File: src/rtl/pp_pkg.sv
// Shared encodings for the pP core front end: instruction classes and branch conditions.
// Latency: n/a (constants only).
// Backpressure: n/a.
package pp_pkg;

  // Instruction classes decoded from the 4-bit kind field
  localparam logic [3:0] KIND_BR   = 4'b0100;
  localparam logic [3:0] KIND_JMP  = 4'b0101;
  localparam logic [3:0] KIND_JSB  = 4'b0110;
  localparam logic [3:0] KIND_RET  = 4'b0111;
  localparam logic [3:0] KIND_RETI = 4'b1000;
  localparam logic [3:0] KIND_ENAI = 4'b1001;
  localparam logic [3:0] KIND_DISI = 4'b1010;

  // Branch condition selects carried in fn2
  localparam logic [1:0] FN_BZ  = 2'b00;
  localparam logic [1:0] FN_BNZ = 2'b01;
  localparam logic [1:0] FN_BC  = 2'b10;
  localparam logic [1:0] FN_BNC = 2'b11;

endpackage

File: src/rtl/ret_stack.sv
// Return-address LIFO of DEPTH entries; pushes when full and pops when empty are ignored.
// Latency: push/pop take effect on the next edge; top/full/empty/count reflect registered state.
// Backpressure: none; the caller gates push/pop (e.g. on stall) and reads full/empty.
// Ports: clk, rst_n (sync, active low); push/din, pop; full, empty, top, count (0..DEPTH).
module ret_stack #(
  parameter int W     = 12,
  parameter int DEPTH = 8,
  localparam int CW   = $clog2(DEPTH) + 1
) (
  input  logic          clk,
  input  logic          rst_n,
  input  logic          push,
  input  logic          pop,
  input  logic [W-1:0]  din,
  output logic          full,
  output logic          empty,
  output logic [W-1:0]  top,
  output logic [CW-1:0] count
);

  localparam logic [CW-1:0] FULL_CNT = CW'(DEPTH);
  localparam logic [CW-2:0] ONE_IDX  = (CW-1)'(1);

  logic [W-1:0]  mem [DEPTH];
  logic [CW-1:0] cnt;
  logic [CW-2:0] top_idx;
  logic          do_push;
  logic          do_pop;

  assign full    = (cnt == FULL_CNT);
  assign empty   = (cnt == '0);
  // At cnt == DEPTH the low bits are zero, so the decrement wraps to DEPTH-1.
  assign top_idx = cnt[CW-2:0] - ONE_IDX;
  assign top     = mem[top_idx];
  assign count   = cnt;

  // Push takes priority if both are requested in the same cycle.
  assign do_push = push && !full;
  assign do_pop  = pop && !empty && !push;

  always_ff @(posedge clk) begin
    if (!rst_n) begin
      cnt <= '0;
    end else if (do_push) begin
      cnt <= cnt + CW'(1);
    end else if (do_pop) begin
      cnt <= cnt - CW'(1);
    end
  end

  // Contents need no reset: the count alone defines which entries are live.
  always_ff @(posedge clk) begin
    if (do_push) begin
      mem[cnt[CW-2:0]] <= din;
    end
  end

endmodule

File: src/rtl/pc_seq.sv
// Registered PC sequencer: branches, jumps, subroutine stack, prioritised vectored interrupts.
// Latency: 1 cycle from kind/fn2/cc/disp/addr/irq_n to pc, irq_ack and flags.
// Backpressure: stall=1 freezes all state and blocks interrupt acceptance; err_clr still acts.
// Ports: clk, rst_n; stall, kind, fn2, cc_z, cc_c, disp, addr, irq_n, err_clr in;
//        pc, irq_ack, int_en, in_service, sp, ovf, unf out.
module pc_seq
  import pp_pkg::*;
#(
  parameter int            AW         = 12,
  parameter int            DEPTH      = 8,
  parameter int            NUM_IRQ    = 4,
  parameter logic [AW-1:0] VEC_BASE   = AW'(1),
  parameter logic [AW-1:0] RESET_ADDR = '0,
  localparam int           SPW        = $clog2(DEPTH) + 1,
  localparam int           IW         = (NUM_IRQ > 1) ? $clog2(NUM_IRQ) : 1
) (
  input  logic               clk,
  input  logic               rst_n,
  input  logic               stall,
  input  logic [3:0]         kind,
  input  logic [1:0]         fn2,
  input  logic               cc_z,
  input  logic               cc_c,
  input  logic [AW-1:0]      disp,
  input  logic [AW-1:0]      addr,
  input  logic [NUM_IRQ-1:0] irq_n,
  input  logic               err_clr,
  output logic [AW-1:0]      pc,
  output logic [NUM_IRQ-1:0] irq_ack,
  output logic               int_en,
  output logic               in_service,
  output logic [SPW-1:0]     sp,
  output logic               ovf,
  output logic               unf
);

  logic [AW-1:0] int_pc;
  logic [AW-1:0] seq;
  logic [AW-1:0] next_pc;
  logic [AW-1:0] stk_top;
  logic          stk_full;
  logic          stk_empty;
  logic          br_taken;
  logic          do_push;
  logic          do_pop;
  logic          ovf_set;
  logic          unf_set;
  logic          reti_exit;
  logic          int_en_nxt;
  logic          irq_any;
  logic [IW-1:0] irq_idx;
  logic          accept;

  assign seq = pc + AW'(1);

  always_comb begin
    br_taken = 1'b0;
    case (fn2)
      FN_BZ:   br_taken = cc_z;
      FN_BNZ:  br_taken = !cc_z;
      FN_BC:   br_taken = cc_c;
      FN_BNC:  br_taken = !cc_c;
      default: br_taken = 1'b0;
    endcase
  end

  // Next address and side effects of the instruction at pc, ignoring interrupts.
  always_comb begin
    next_pc    = seq;
    do_push    = 1'b0;
    do_pop     = 1'b0;
    ovf_set    = 1'b0;
    unf_set    = 1'b0;
    reti_exit  = 1'b0;
    int_en_nxt = int_en;
    case (kind)
      KIND_BR:   if (br_taken) next_pc = pc + disp;
      KIND_JMP:  next_pc = addr;
      KIND_JSB: begin
        next_pc = addr;
        if (stk_full) ovf_set = 1'b1;
        else          do_push = 1'b1;
      end
      KIND_RET: begin
        if (stk_empty) begin
          unf_set = 1'b1;
        end else begin
          do_pop  = 1'b1;
          next_pc = stk_top;
        end
      end
      KIND_RETI: begin
        if (in_service) begin
          next_pc   = int_pc;
          reti_exit = 1'b1;
        end else begin
          unf_set = 1'b1;
        end
      end
      KIND_ENAI: int_en_nxt = 1'b1;
      KIND_DISI: int_en_nxt = 1'b0;
      default: ;
    endcase
  end

  // Lowest-index asserted request wins: scan downward so the last hit is the smallest index.
  always_comb begin
    irq_any = 1'b0;
    irq_idx = '0;
    for (int i = NUM_IRQ - 1; i >= 0; i--) begin
      if (!irq_n[i]) begin
        irq_any = 1'b1;
        irq_idx = IW'(i);
      end
    end
  end

  // Uses the registered int_en, so a same-cycle ENAI/DISI does not affect this decision.
  // A RETI leaving the handler releases in_service now, allowing back-to-back entry.
  assign accept = !stall && int_en && (!in_service || reti_exit) && irq_any;

  ret_stack #(
    .W     (AW),
    .DEPTH (DEPTH)
  ) u_stack (
    .clk   (clk),
    .rst_n (rst_n),
    .push  (do_push && !stall),
    .pop   (do_pop && !stall),
    .din   (seq),
    .full  (stk_full),
    .empty (stk_empty),
    .top   (stk_top),
    .count (sp)
  );

  always_ff @(posedge clk) begin
    if (!rst_n) begin
      pc         <= RESET_ADDR;
      int_pc     <= '0;
      int_en     <= 1'b0;
      in_service <= 1'b0;
      irq_ack    <= '0;
      ovf        <= 1'b0;
      unf        <= 1'b0;
    end else begin
      // A set in the same cycle beats err_clr; err_clr works even while stalled.
      if (ovf_set && !stall) ovf <= 1'b1;
      else if (err_clr)      ovf <= 1'b0;
      if (unf_set && !stall) unf <= 1'b1;
      else if (err_clr)      unf <= 1'b0;

      if (stall) begin
        irq_ack <= '0;
      end else begin
        int_en <= int_en_nxt;
        if (accept) begin
          pc         <= VEC_BASE + AW'(irq_idx);
          int_pc     <= next_pc;
          in_service <= 1'b1;
          irq_ack    <= NUM_IRQ'(1) << irq_idx;
        end else begin
          pc      <= next_pc;
          irq_ack <= '0;
          if (reti_exit) in_service <= 1'b0;
        end
      end
    end
  end

endmodule

File: config.mk
export PLATFORM = sky130hd
export DESIGN_NAME = pc_seq
export DESIGN_NICKNAME = d
export VERILOG_FILES = /design/src/rtl/pp_pkg.sv /design/src/rtl/ret_stack.sv /design/src/rtl/pc_seq.sv
export SDC_FILE = /design/constraint.sdc
export NUM_CORES = 1
export LEC_CHECK = 0
export ABC_AREA = 1
export BUFFER_PORTS_ARGS = -buffer_cell sky130_fd_sc_hd__buf_2
export CORE_MARGIN = 2
export CORE_UTILIZATION = 64
export CTS_CLUSTER_SIZE = 25
export DETAILED_ROUTE_END_ITERATION = 12
export GPL_TIMING_DRIVEN = 0
export PLACE_DENSITY = 0.83
export SLEW_MARGIN = 20
export SYNTH_ARGS = -nofsm -noshare
export SYNTH_HDL_FRONTEND = slang
export SYNTH_SLANG_ARGS = --single-unit
File: constraint.sdc
create_clock -name clk -period 5.8 [get_ports clk]
set_input_delay 1.16 -clock clk [delete_from_list [all_inputs] [get_ports clk]]
set_output_delay 1.16 -clock clk [all_outputs]
set_load 0.05 [all_outputs]
## Word level (Yosys, flattened, before mapping)

Memory sizes are Yosys's and may differ from the RTL's.
Cells that the tools add are included.

- Register bits: 36
- RAM bits: 96
- Input port bits: 40
- Output and inout bits: 24
- Logic and storage cells: 95
- Memories kept: 1

Memory list:

| name | depth | width | rd ports | clocked after memory_dff | wr ports | line | text |
|---|---|---|---|---|---|---|---|
| u_stack.mem | 8 | 12 | 1 | 0 | 1 | ret_stack.sv:24 | `logic [W-1:0] mem [DEPTH];` |

- $add $sub $neg: 6
- Equality and inequality tests: 11
- Shift-type cells: 1
- Multiplexer cells: 35
- Bitwise operators: 3
- Reduce and logical (&&, ||, !) cells: 30

Operators by type and width:

| kind | count |
|---|---|
| two-way mux 12 bit | 4 |
| one-hot mux 12 bit (4 select lines) | 1 |
| two-way mux 1 bit | 21 |
| == test 4 x 3 -> 1 bit, second input constant | 4 |
| == test 4 bit, second input constant | 4 |
| adder 12 x 1 -> 12 bit, second input constant | 1 |
| adder 12 bit | 1 |
| logical AND 1 bit | 10 |
| nonzero test 2 bit | 5 |
| two-way mux 2 bit | 4 |
| two-way mux 4 bit | 2 |
| logical NOT 1 bit | 7 |
| AND reduction 2 bit | 3 |
| adder 4 x 1 -> 4 bit, second input constant | 1 |
| == test 2 bit, second input constant | 2 |
| logical NOT 4 bit | 1 |
| one-hot mux 1 bit (2 select lines) | 2 |
| one-hot mux 1 bit (4 select lines) | 1 |
| left shift 1 x 2 -> 4 bit, first input constant | 1 |
| subtractor 4 x 1 -> 4 bit, second input constant | 1 |
| adder 1 x 2 -> 3 bit, first input constant | 1 |
| NOT 1 bit | 3 |
| OR reduction 3 bit | 1 |
| subtractor 3 x 1 -> 3 bit, second input constant | 1 |
| 4 further kinds | 4 |

## Longest topological paths before layout

Gate-level depths: netlist (run 1).

- Depth after elaboration: 8
- Gate-level depth with buffers: 18
- Depth with buffers taken out: 15

## Cells and area by module

Synthesis (run 1) repeated with hierarchy kept, for this count alone.

- Cell total of the unflattened synthesis: 827
- Area, all modules: 7084.3 µm²

Modules (own cells, without submodules):

| module | times used | cells an instance | area an instance (µm²) | seq. area each (µm²) |
|---|---|---|---|---|
| ret_stack | 1 | 365 | 4141.5 | 2962.8 |
| pc_seq | 1 | 462 | 2942.8 | 640.6 |

## Least setup slack after synthesis (run 1)

No wires, ideal clock.

- Kind: register to register
- Start: register u_stack.cnt[0], in the netlist u_stack.count[0]
- End: memory u_stack.mem[1][0] (enable)
- Library setup time: 0.396 ns
- Arrival: 2.960 ns
- Data required time: 5.404 ns
- Setup slack: 2.443 ns
- Stages on the path, launching flop included: 13
- Path buffers: 3
- Period minus slack after synthesis: 3.357 ns
- Cells stage by stage: dfxtp_1 buf_2 inv_2 buf_4 buf_4 ha_1 nand2_1 nor2_1 nor2_1 nand2_1 inv_1 nand2_1 nor3_1

- Longest elaborated chain between the ends: 7
- Elaborated cells on any way between the ends: 8
- Those cells by class: eq/ne: 1; mux: 4; reduce/logical: 3

RTL lines:

| element | line | text |
|---|---|---|
| start: declaration | ret_stack.sv:25 | `logic [CW-1:0] cnt;` |
| start signal: assignment | ret_stack.sv:45 | `cnt <= cnt + CW'(1);` |
| start signal: assignment | ret_stack.sv:47 | `cnt <= cnt - CW'(1);` |
| == test 4 bit | ret_stack.sv:30 | `assign full = (cnt == FULL_CNT);` |
| two-way mux 1 bit | pc_seq.sv:81 | `if (stk_full) ovf_set = 1'b1;` |
| two-way mux 1 bit | pc_seq.sv:76 | `case (kind)` |
| logical AND 1 bit | pc_seq.sv:128 | `.push (do_push && !stall),` |
| logical AND 1 bit | ret_stack.sv:38 | `assign do_push = push && !full;` |
| two-way mux 1 bit | ret_stack.sv:53 | `if (do_push) begin` |
| two-way mux 1 bit (implied by the code) | ret_stack.sv:54 | `mem[cnt[CW-2:0]] <= din;` |
| end: declaration | ret_stack.sv:24 |  |

Parallel ways exist; a longest one is shown, timed or not.

## Worst setup path after layout (run 1)

- Start: register u_stack.cnt[0], in the netlist u_stack.count[0]
- End: memory u_stack.mem[7][8] (enable)

The elaborated chain is that of the path after synthesis.

==> results of run 1 <==
cell usage in the layout (no fill, tap or decap), drive strengths merged, types with 5 or more instances in the layout:
master,netlist,layout
nor2,88,88
nor3,15,15
dfxtp,36,36
buf,19,90
clkbuf,7,26
edfxtp,96,96
a21oi,35,35
nand4,6,6
nand3b,7,7
xor2,7,7
o211ai,12,12
nand2,217,217
clkinv,1,9
o21ai,53,53
inv,89,90
or2,5,5
nand3,78,78
ha,16,16
layer usage:
metal,wire length (microns),part of all wire
met5,0,0
met4,819,0.041
met3,1971,0.10
met2,10150,0.51
met1,6847,0.35
cell type report:
class	instances	area (sq um)
well taps	136	170.2
flip-flops and latches	132	3603
repair buffers	71	401.6
fillers	724	2389
clock buffers	19	421.7
plain buffers	26	137.6
multi-input cells	552	2751
inverters	90	337.8
clock inverters	13	111.4
registers in the layout, indices dropped and copies added (netlist names):
signal / count
irq_ack: 4
in_service: 1
ovf: 1
pc: 12
int_pc: 12
u_stack.mem: 96
unf: 1
u_stack.count: 4
int_en: 1
worst max path at each step:
stage	from	end	depth (start not counted)
after floorplan	u_stack.count[0]$_SDFFE_PN0P_	u_stack.mem[1][0]$_DFFE_PP_	12
after global placement	kind[2]	u_stack.mem[3][0]$_DFFE_PP_	9
after detailed placement	kind[2]	u_stack.mem[6][2]$_DFFE_PP_	10
after CTS	u_stack.count[0]$_SDFFE_PN0P_	u_stack.mem[6][3]$_DFFE_PP_	13
after global routing	u_stack.count[0]$_SDFFE_PN0P_	u_stack.mem[7][8]$_DFFE_PP_	13
final	u_stack.count[0]$_SDFFE_PN0P_	u_stack.mem[7][8]$_DFFE_PP_	13
stage by stage:
| step | worst slack [ns] | hold slack [ns] | area (sq um) | instances |
|---|---|---|---|---|
| floorplan | 2.443 | 0.4401 | 6790 | 800 |
| global placement | 1.631 | 0.4548 | 7276 | 999 |
| detailed placement | 2.451 | 0.4533 | 7402 | 1007 |
| CTS | 2.597 | 0.4622 | 7935 | 1039 |
| global route | 2.375 | 0.4845 | 7935 | 1039 |
| finish | 2.542 | 0.4640 | 7935 | 1039 |
cells in the mapped netlist, types with 3 or more instances:
library cell / instances / area share
inv_2: 10 / 0.0055
dfxtp_1: 36 / 0.11
ha_1: 16 / 0.029
clkbuf_1: 7 / 0.0039
nor3_1: 14 / 0.010
nand3_1: 76 / 0.056
inv_1: 79 / 0.044
nand3b_1: 7 / 0.0077
nand2_1: 211 / 0.12
edfxtp_1: 96 / 0.42
buf_2: 14 / 0.010
nand2_2: 6 / 0.0055
o31ai_1: 3 / 0.0033
xor2_1: 7 / 0.0090
nand4_1: 6 / 0.0055
or2_2: 4 / 0.0037
buf_4: 4 / 0.0044
nor2_1: 84 / 0.046
o21ai_0: 46 / 0.034
a21oi_1: 34 / 0.025
o211ai_1: 12 / 0.013
o21ai_1: 7 / 0.0052
kinds of logic after synthesis:
group | count (synthesis) | synth area share
buffers and inverters | 116 | 0.07002
and+or+nand+nor | 416 | 0.2624
AOI/OAI and AO/OA | 109 | 0.08992
adders and majority gates | 18 | 0.03538
DFF | 132 | 0.5307
xor gates and xnor gates | 9 | 0.01161
where the power goes:
part | switching, mW | total (mW) | leakage, nW | internal, mW
clock network | 0.403 | 0.968 | 0.255 | 0.566
registers | 0.00944 | 1.03 | 1.18 | 1.02
logic | 0.144 | 0.207 | 2.01 | 0.0625
total | 0.557 | 2.20 | 3.44 | 1.65
worst max-delay path: stages (launching register included):
cell	delay [ns]
dfxtp_1	0.38
buf_2	0.21
inv_2	0.08
buf_4	0.18
buf_4	0.20
ha_1	0.27
nand2_1	0.09
nor2_1	0.05
nor2_1	0.15
nand2_1	0.16
inv_1	0.15
nand2_1	0.15
nor3_2	0.65
buf_6	0.23
==> impl_metrics.py, run 1 <==
metrics = {
    "status": {
        "status": "finished clean",
    },
    "power": {
        "peakVddDrop_mv": 0.2595,
        "power.density_nw_per_um2": 277.5,
        "cellLeakagePower_nw": 3.438,
        "finalPower_mw": 2.202,
    },
    "clock_tree": {
        "cts.sinks": 132,
        "cts_resized": 0,
        "cts_made_buffers": 17,
        "cts_setup_buffers": 0,
        "clk_latency_ns": 0.53,
        "postCtsHoldBufs": 0,
        "root_buffer": "clkbuf_8",
        "path_clk_slew_ns": 0.06,
        "cts_tree": "yes",
        "h-tree-depth": 4,
        "cts.path.max_buffers": 2,
    },
    "route": {
        "vias": 6233,
        "first_pass_iters": 7,
        "drtAntennaViolNets": 0,
        "drtIter0Drc": 685,
        "vias_per_cell": 5.999,
        "drc": 0,
        "wl_per_cell_microns": 19.05,
        "wl_microns": 19790,
    },
    "critical_path": {
        "r2r-start": "u_stack.count[0]$_SDFFE_PN0P_",
        "r2r-end": "u_stack.mem[7][8]$_DFFE_PP_",
        "reg2reg_slack_ns": 2.54,
        "cp_max_fo": 10,
        "cp-end-kind": "flop",
        "cp.required_ns": 6.04,
        "cp-start-kind": "flop",
        "critPathKind": "flop to flop",
        "rr_worst_depth": 13,
        "critPathArrivalTime_ns": 3.49,
    },
    "placement": {
        "routabilityCongestion": 0.9226,
        "numPortBuffers": 63,
        "dpl.hpwl_microns": 14090,
    },
    "floorplanning": {
        "io_pins": 64,
        "die_h_microns": 107.0,
        "initial_core_util": 0.6577,
        "die_x_microns": 107.0,
        "core-area_sq_um": 10320,
        "fp-row-count": 37,
        "die_area_sq_um": 11450,
    },
    "sta": {
        "final.setup_skew_ns": 0.009526,
        "fin_crit_ns": 3.258,
        "setup_viol": 0,
        "maxSlewViolCount": 0,
        "max_freq_ghz": 0.3070,
        "max_slew.worst_pin.slew_ns": 0.8310,
        "final-hold-violation-count": 0,
        "fin_crit_sh": 0.5617,
        "rsz0062_at_grt": "no",
        "relSlewSlack": 0.4441,
        "setup_tns_ns": 0,
    },
    "global_route": {
        "grt_usage": 0.3597,
        "antenna_found_initial": 0,
        "grt_max_degree": 17,
        "met1_usage": 0.4171,
        "grt_overflow_total": 0,
        "grt_pass1_wl_microns": 30670,
        "grt_busiest_layer": "met2",
        "use_met2": 0.6347,
        "grt_pass1_vias": 6051,
        "globalRouteMet3Util": 0.06565,
    },
    "yosys": {
        "syn_inst": 800,
        "async_flop_share": 0,
        "yosysWarnings": 0,
        "syn_area_per_cell_sq_um": 8.488,
        "yosysSeqAreaShare": 0.5307,
        "synth_area_sq_um": 6790,
        "syn-num-nets": 858,
        "synth_edf_count": 96,
        "ys_ff_latch": 132,
        "yosysUniqueCellTypes": 38,
        "synthFlopType": "edfxtp_1",
    },
    "min_path": {
        "min_to": "unf$_SDFFE_PN0P_",
        "hp-start": "unf$_SDFFE_PN0P_",
        "whs_path_depth": 2,
        "worstHoldPathType": "flop to flop",
    },
    "final_layout": {
        "syn_to_final_growth_pct": 16.86,
        "num-nets-final": 948,
        "fin_util": 0.7686,
        "drive_above_1_share": 0.1739,
        "antennaDiodeCount": 0,
    },
    "run": {
        "maxCapViolations": 0,
    },
}
Note: power is estimated with default switching activity, not from simulation.
==> run 2, diff against run 1 <==
- CORE_UTILIZATION: 64 -> 60
- PLACE_DENSITY: 0.83 -> 0.79
- clock period: 5.8 -> 3.2 ns (I/O delays scaled with it)
==> impl_metrics.py, run 2 (same netlist as run 1, synthesis figures left out) <==
metrics = {
    "floorplanning": {
        "fp-row-count": 38,
        "io_pins": 64,
        "die_area_sq_um": 12180,
        "die_h_microns": 110.4,
        "die_x_microns": 110.4,
        "initial_core_util": 0.6209,
        "core-area_sq_um": 10940,
    },
    "min_path": {
        "worstHoldPathType": "flop to flop",
        "whs_path_depth": 2,
    },
    "critical_path": {
        "max_stage_delay_ns": 0.38,
        "critPathKind": "flop to flop",
        "cp.buffers_inverters": 6,
        "cp-start-kind": "flop",
        "critPathArrivalTime_ns": 3.28,
        "cp.required_ns": 3.31,
        "path_common_cell": "buf_4",
        "crit_chain": "buf_2 > inv_2 > buf_4 > buf_4 > ha_1 > nand2_1 > nor2_1 > nor2_1 > nand2_2 > inv_1 > nand2_1 > nor3_4 > buf_4",
        "path_delay_family": "buffers and inverters",
        "cp_max_fo": 10,
        "cp.depth": 13,
        "critPathSlowestCell": "dfxtp_1",
        "cp-end-kind": "flop",
        "rr_worst_depth": 13,
    },
    "final_layout": {
        "fill_cells": 796,
        "syn_to_final_growth_pct": 19.00,
        "drive_above_1_share": 0.1906,
        "largest_reg_flops": 96,
        "layout_common_cells": "nand2_1 (209), edfxtp_1 (96), nor2_1 (84)",
        "antennaDiodeCount": 0,
        "num-nets-final": 963,
        "layout_commonest_cell": "nand2_1",
    },
    "sta": {
        "maxSlewViolCount": 0,
        "max_freq_ghz": 0.3156,
        "fin_crit_ns": 3.169,
        "max_slew.worst_pin.slew_ns": 0.8028,
        "setup_viol": 0,
        "final.setup_skew_ns": 0.01292,
        "setup_tns_ns": 0,
        "relSlewSlack": 0.4630,
        "fin_crit_sh": 0.9902,
        "final-hold-violation-count": 0,
    },
    "power": {
        "cellLeakagePower_nw": 3.535,
        "netSwitchingFraction": 0.2553,
        "finalPower_mw": 3.944,
        "pwr-share-seq": 0.472,
        "switching_power_mw": 1.007,
        "peakVddDrop_mv": 0.3290,
        "internal-power_mw": 2.937,
        "power.density_nw_per_um2": 488.2,
        "pwr-share-comb": 0.094,
        "clkPwrFrac": 0.434,
    },
    "placement": {
        "numPortBuffers": 63,
        "dpl.hpwl_microns": 13650,
        "routabilityCongestion": 0.9747,
    },
    "global_route": {
        "antenna_found_initial": 0,
        "grt_pass1_vias": 5731,
        "grt_max_degree": 17,
        "grt_usage": 0.3281,
        "grt_overflow_total": 0,
        "grt_pass1_wl_microns": 29070,
    },
    "clock_tree": {
        "cts_made_buffers": 17,
        "clk_latency_ns": 0.42,
        "cts.sinks": 132,
        "root_buffer": "clkbuf_16",
        "path_clk_slew_ns": 0.06,
        "cts.path.max_buffers": 2,
        "postCtsHoldBufs": 0,
        "cts_tree": "yes",
        "h-tree-depth": 4,
    },
    "route": {
        "vias": 6120,
        "wl_microns": 19410,
        "first_pass_iters": 6,
        "drtIter0Drc": 555,
        "wl_per_cell_microns": 18.35,
        "drc": 0,
        "drtAntennaViolNets": 0,
        "vias_per_cell": 5.784,
    },
    "status": {
        "status": "finished clean",
    },
    "run": {
        "maxCapViolations": 0,
    },
}
[run 2: worst paths after layout]
path / to / startpoint / slack, ns
max: u_stack.mem[6][10]$_DFFE_PP_ / u_stack.count[0]$_SDFFE_PN0P_ / 0.03
min: unf$_SDFFE_PN0P_ / unf$_SDFFE_PN0P_ / 0.47
max reg2reg: u_stack.mem[6][10]$_DFFE_PP_ / u_stack.count[0]$_SDFFE_PN0P_ / 0.03
min reg2reg: unf$_SDFFE_PN0P_ / unf$_SDFFE_PN0P_ / 0.47
[run 2: power by group through the flow]
stage | Combinational, mW | Sequential, mW | Clock (mW)
floorplan | 0.211 | 1.92 | 0
global placement | 0.346 | 1.90 | 0
detailed placement | 0.356 | 1.90 | 0
CTS | 0.360 | 1.86 | 1.71
global route | 0.404 | 1.86 | 1.79
finish | 0.370 | 1.86 | 1.71
[run 2: final cells by class]
cell class                      count  area, sq um  area share
Sequential cell                   132         3605      0.4461
Multi-Input combinational cell    552         2811      0.3479
Timing Repair Buffer               86        495.5     0.06132
Clock buffer                       18        429.2     0.05311
Inverter                           90        337.8     0.04181
Tap cell                          140        175.2     0.02168
Buffer                             26        137.6     0.01703
Clock inverter                     14        88.84     0.01099
[run 2: tightest hold or removal path, cell delays in order (launching register included)]
cell     delay [ns]
dfxtp_1        0.31
nand2_1        0.06
a21oi_1        0.06
[run 2: repair_timing]
item / in CTS / in global routing
buffers inserted: 0 / 14
gates cloned: 0 / 0
endpoints found under the setup margin: 25 / 60
gates resized for setup: 5 / 7
pin swaps: 0 / 7
[run 2: through the flow]
step	cell area [sq um]	std cells	hold WS (ns)	worst slack (ns)	utilization
global placement	7281	1003	0.4549	-0.8775	0.6658
finish	8080	1058	0.4723	0.03129	0.7389
detailed placement	7396	1012	0.4625	-0.04180	0.6763
global route	8080	1058	0.4855	-0.09163	0.7389
floorplan	6790	800	0.4401	-0.1567	-
CTS	7945	1044	0.4724	0.01438	0.7265
[run 2: layer usage]
metal | global-route usage | routed length (microns) | up-vias
met4 | 0.1348 | 495 | 0
li1 | - | - | 2892
met3 | 0.07584 | 1942 | 45
met2 | 0.5675 | 9754 | 342
met1 | 0.3953 | 7221 | 2841
met5 | 0 | 0 | -
